--- config.mk ---
export PLATFORM = sky130hd
export DESIGN_NAME = uart_tx_arbiter
export DESIGN_NICKNAME = d
export VERILOG_FILES = /design/src/rtl/uart_tx_arbiter.sv
export SDC_FILE = /design/constraint.sdc
export NUM_CORES = 1
export LEC_CHECK = 0
export CAP_MARGIN = 20
export CORE_MARGIN = 4
export CORE_UTILIZATION = 30
export DETAILED_ROUTE_END_ITERATION = 10
export PLACE_DENSITY_LB_ADDON = 0.05
export RECOVER_POWER = 50
export SYNTH_ARGS = -nofsm -noshare
export SYNTH_HDL_FRONTEND = slang
export SYNTH_SLANG_ARGS = --single-unit
export TNS_END_PERCENT = 5
--- constraint.sdc ---
create_clock -name clk -period 7 [get_ports clk]
set_input_delay 0.7 -clock clk [delete_from_list [all_inputs] [get_ports clk]]
set_output_delay 0.7 -clock clk [all_outputs]
set_load 0.05 [all_outputs]
--- src/rtl/uart_tx_arbiter.sv ---
`default_nettype none
// uart_tx_arbiter: round-robin grant of requester word streams onto a credit-limited UART transmit ring.
// Revision 1.0
module uart_tx_arbiter #(
  parameter int NUM_REQ      = 4,
  parameter int WORD_SIZE    = 8,
  parameter int TX_RING_SIZE = 10,
  parameter int MAX_BURST    = 4,
  parameter int STALL_LIMIT  = 4
) (
  input  logic                         clk,
  input  logic                         rst,
  input  logic [NUM_REQ-1:0]           req_valid,
  input  logic [NUM_REQ*WORD_SIZE-1:0] req_data,
  input  logic [NUM_REQ-1:0]           req_last,
  output logic [NUM_REQ-1:0]           req_ready,
  output logic [WORD_SIZE-1:0]         nic_data,
  output logic                         nic_write,
  input  logic                         tx_done,
  output logic [$clog2(NUM_REQ)-1:0]   grant_id,
  output logic                         busy,
  output logic                         credit_err
);

  localparam int GW = $clog2(NUM_REQ);
  localparam int CW = $clog2(TX_RING_SIZE + 1);
  localparam int BW = $clog2(MAX_BURST + 1);
  localparam int SW = $clog2(STALL_LIMIT + 1);
  localparam logic [CW-1:0] CREDIT_FULL = CW'(TX_RING_SIZE);
  localparam logic [BW-1:0] BURST_END   = BW'(MAX_BURST - 1);
  localparam logic [SW-1:0] STALL_END   = SW'(STALL_LIMIT - 1);

  typedef enum logic [0:0] {
    IDLE  = 1'b0,
    GRANT = 1'b1
  } state_t;

  state_t               state;
  state_t               state_nxt;
  logic [GW-1:0]        last_grant;
  logic [GW-1:0]        sel_idx;
  logic [GW-1:0]        cand;
  logic                 sel_found;
  logic [CW-1:0]        credits;
  logic [BW-1:0]        burst_cnt;
  logic [SW-1:0]        stall_cnt;
  logic                 cur_valid;
  logic                 cur_last;
  logic [WORD_SIZE-1:0] cur_data;
  logic                 credit_ok;
  logic                 xfer;
  logic                 stall;
  logic                 release_grant;

  assign cur_valid = req_valid[grant_id];
  assign cur_last  = req_last[grant_id];
  assign cur_data  = req_data[grant_id*WORD_SIZE +: WORD_SIZE];
  assign credit_ok = (credits != '0);
  assign xfer      = (state == GRANT) && cur_valid && credit_ok;
  // A requester blocked only by missing credits is still valid, so it never counts as stalled.
  assign stall     = (state == GRANT) && !cur_valid;
  assign busy      = (state == GRANT);

  assign release_grant = (xfer && (cur_last || (burst_cnt == BURST_END))) ||
                         (stall && (stall_cnt == STALL_END));

  // Search starts one past the previous holder so every requester gets a turn.
  always_comb begin
    sel_found = 1'b0;
    sel_idx   = '0;
    cand      = '0;
    for (int k = 1; k <= NUM_REQ; k++) begin
      cand = GW'((int'(last_grant) + k) % NUM_REQ);
      if (!sel_found && req_valid[cand]) begin
        sel_found = 1'b1;
        sel_idx   = cand;
      end
    end
  end

  always_comb begin
    req_ready = '0;
    if (state == GRANT) begin
      req_ready[grant_id] = cur_valid && credit_ok;
    end
  end

  always_comb begin
    state_nxt = state;
    case (state)
      IDLE:    if (sel_found) state_nxt = GRANT;
      GRANT:   if (release_grant) state_nxt = IDLE;
      default: state_nxt = IDLE;
    endcase
  end

  always_ff @(posedge clk) begin
    if (rst) state <= IDLE;
    else     state <= state_nxt;
  end

  always_ff @(posedge clk) begin
    if (rst) begin
      grant_id   <= '0;
      last_grant <= GW'(NUM_REQ - 1);
      burst_cnt  <= '0;
      stall_cnt  <= '0;
      nic_write  <= 1'b0;
      nic_data   <= '0;
    end else begin
      nic_write <= xfer;
      if (xfer) nic_data <= cur_data;
      if (state == IDLE) begin
        burst_cnt <= '0;
        stall_cnt <= '0;
        if (sel_found) grant_id <= sel_idx;
      end else begin
        if (xfer)  burst_cnt <= burst_cnt + 1'b1;
        if (stall) stall_cnt <= stall_cnt + 1'b1;
        else       stall_cnt <= '0;
        if (release_grant) last_grant <= grant_id;
      end
    end
  end

  // A transfer and a freed slot in the same cycle cancel out.
  always_ff @(posedge clk) begin
    if (rst) begin
      credits    <= CREDIT_FULL;
      credit_err <= 1'b0;
    end else if (xfer && !tx_done) begin
      credits <= credits - 1'b1;
    end else if (tx_done && !xfer) begin
      if (credits == CREDIT_FULL) credit_err <= 1'b1;
      else                        credits    <= credits + 1'b1;
    end
  end

endmodule
`default_nettype wire

==> impl_metrics.toml <==
[run_status]
outcome = "completed"

[synthesis]
yosys_warnings = 0
synth_simple_gate_area_share_pct = 18.0
synth_fa_ha_area_share_pct = 6.61
synth_top_family_by_area = "simple AND/OR/NAND/NOR gates"
syn_nets = 210
synth_compound_area_share_pct = 17.0
synthXorXnorAreaFrac_pct = 2.31
async_reset_ff_share_pct = 0
avgSynthCellArea_um2 = 9.52
synthMuxAreaShare_pct = 15.5
synthCells = 159
synth-seq-cells = 25
synth_edf_count = 0
yosysSeqAreaShare_pct = 33.1
ys.flop_type = "dfxtp_1"
synth_cell_types = 45
synth_area_um2 = 1510

[worst_setup_path]
critPathMaxStageDelay_ns = 0.84
rr_worst_depth = 9
cp_max_fo = 18
crit_buf_inv = 3
arrival_ns = 3.82
cp_cell_sequence = "dlygate4sd3_1, mux4_2, and2_0, clkinv_4, nor3_1, clkdlybuf4s50_1"
worstSetupPathType = "input port to output pin"
end_kind = "output pin"
r2r_slack_ns = 3.35
cp.required_ns = 6.30
r2r_start = "grant_id[0]"
reg2reg_to = "credits[2]"
crit_slowest_cell = "clkdlybuf4s50_1"
start_kind = "input port"
critPathTopFamily = "buffers and inverters"

[clock_tree]
postCtsSetupBuffers = 0
cts_root_buf = "clkbuf_8"
clock_path_buffers = 2
cts_made_buffers = 3
htree_levels = 1
post_cts_resized = 0
clkTransAtPathRegs_ns = 0.08
clock_latency_ns = 0.27
hold_buffers = 0
tritoncts = "built"
clock-sinks = 25

[timing]
min_period_ns = 4.52
slew_viol_final = 0
clock.fmax_mhz = 221
setup-tns-final_ns = 0
tightest_slew_ns = 1.01
setup_violations = 0
finalCritPeriodShare_pct = 64.6
finalHoldViolCount = 0
relSlewSlack_pct = 32.4
rsz0062_at_grt = "false"
clock_skew_ns = 0.00513

[layout]
nets = 264
n_fill_cell = 477
syn2layout_area_growth_pct = 42.7
diodes = 0
drive_above_1_share_pct = 14.2
multi_input_area_um2 = 898
regArea_um2 = 500

[routing]
wire_per_inst_um = 14.3
dr.pass1.iters = 4
drc = 0
ant_nets = 0
drt-initial-drc-count = 35
vias = 1368
wirelength_um = 4000
via_per_inst = 4.90

[worst_hold_path]
worstHoldPathType = "register to register"
hold_path_end = "stall_cnt[0]"
min_path_cells = 1
hold_start = "stall_cnt[0]"

[power_and_ir_drop]
peakVddDrop_uv = 111
power.density_nw_per_um2 = 196
power_leakage_nw = 0.796
fin_total_pwr_mw = 0.423

[floorplanning]
initial_core_util_pct = 31.4
dieArea_um2 = 6250
rows = 25
die_height_um = 79.0
design.core.area_um2 = 4820
ios = 60
die_w_um = 79.0

[grt]
gr-usage-all-layers_pct = 13.2
grt_pass1_wl_um = 6470
gr-total-overflow = 0
grt_max_degree = 22
grt_antenna_before_repair = 0
first_global_vias = 1366

[place]
dpl.hpwl_um = 3090
place_congestion = 0.768
io_buffer_count = 59

[run]
drv_cap = 0
[registers in the layout, indices dropped and copies added (netlist names)]
name and count:
nic_write 1, busy 1, credit_err 1, burst_cnt 3, grant_id 2, credits 4
stall_cnt 3, nic_data 8, last_grant 2
[routing by layer]
metal	track usage, %	part of all wire [%]
met5	0	0
met2	22.3	49
met1	15.9	43
met4	5.15	1.8
met3	3.40	6.3
[cell usage after synthesis (2+ instances only)]
library cell / n / area, um^2
a31oi_1: 2 / 12.5
mux4_2: 10 / 225
clkbuf_1: 5 / 18.8
a21oi_2: 7 / 61.3
nand2_2: 7 / 43.8
xor2_1: 2 / 17.5
buf_6: 2 / 22.5
dfxtp_1: 25 / 500
a211oi_1: 2 / 15.0
xnor2_1: 2 / 17.5
nand2b_1: 3 / 18.8
nor2_1: 17 / 63.8
nand2_1: 16 / 60.1
nor2b_1: 2 / 12.5
a21oi_1: 7 / 35.0
o21ai_0: 6 / 30.0
inv_1: 9 / 33.8
ha_1: 8 / 100
[cell usage in the layout, fill, tap and decap left out, types with 2 or more instances in the layout]
| cell | instances |
|---|---|
| clkdlybuf4s50_1 | 46 |
| dfxtp_1 | 25 |
| nor2_1 | 17 |
| nand2_1 | 16 |
| dlygate4sd3_1 | 13 |
| mux4_2 | 10 |
| inv_1 | 9 |
| ha_1 | 8 |
| nand2_2 | 7 |
| a21oi_2 | 7 |
| a21oi_1 | 7 |
| o21ai_0 | 6 |
| nand2b_1 | 3 |
| clkbuf_8 | 3 |
| xor2_1 | 2 |
| a211oi_1 | 2 |
| a31oi_1 | 2 |
| xnor2_1 | 2 |
| nor2b_1 | 2 |
[kinds of logic (layout without fill, tap and decap cells)]
kind of cell / count (synthesis) / after routing
compound gates: 35 / 35
xor+xnor: 4 / 4
fa+ha+maj: 8 / 8
buf+inv: 20 / 73
flops: 25 / 25
mux: 11 / 11
simple gates: 56 / 56
[worst max path at each step]
stage | from | to | cells after the start
floorplan | grant_id[1] | req_ready[0] | 7
global placement | req_valid[1] | req_ready[0] | 6
detailed placement | req_valid[1] | req_ready[0] | 6
CTS | grant_id[0] | req_ready[0] | 5
global route | grant_id[0] | req_ready[0] | 5
finish | req_valid[0] | req_ready[0] | 6
[stage by stage]
stage	cells	utilization (%)	setup slack, ns	hold slack (ns)	instance area [um^2]
3_5_place_dp	275	44.0	3.24	0.409	2120
4_1_cts	279	44.9	3.14	0.428	2160
5_1_grt	279	44.9	2.07	0.439	2160
2_1_floorplan	159	-	3.62	0.397	1510
3_3_place_gp	275	44.0	3.29	0.405	2120
6_report	279	44.9	2.48	0.424	2160
[power breakdown]
part,internal (mW),switching [mW],total [mW],leakage (nW)
Combinational,0.0749,0.0795,0.154,0.569
Clock,0.0407,0.0451,0.0858,0.0228
Sequential,0.158,0.0248,0.183,0.204
Total,0.274,0.149,0.423,0.796
[layout make-up]
class | count | share of cell area, %
Multi-Input combinational cell | 114 | 41.6
Timing Repair Buffer | 59 | 27.3
Sequential cell | 25 | 23.2
Tap cell | 67 | 3.88
Clock buffer | 4 | 2.08
Inverter | 10 | 1.97
(Power assumes the default switching activity.)
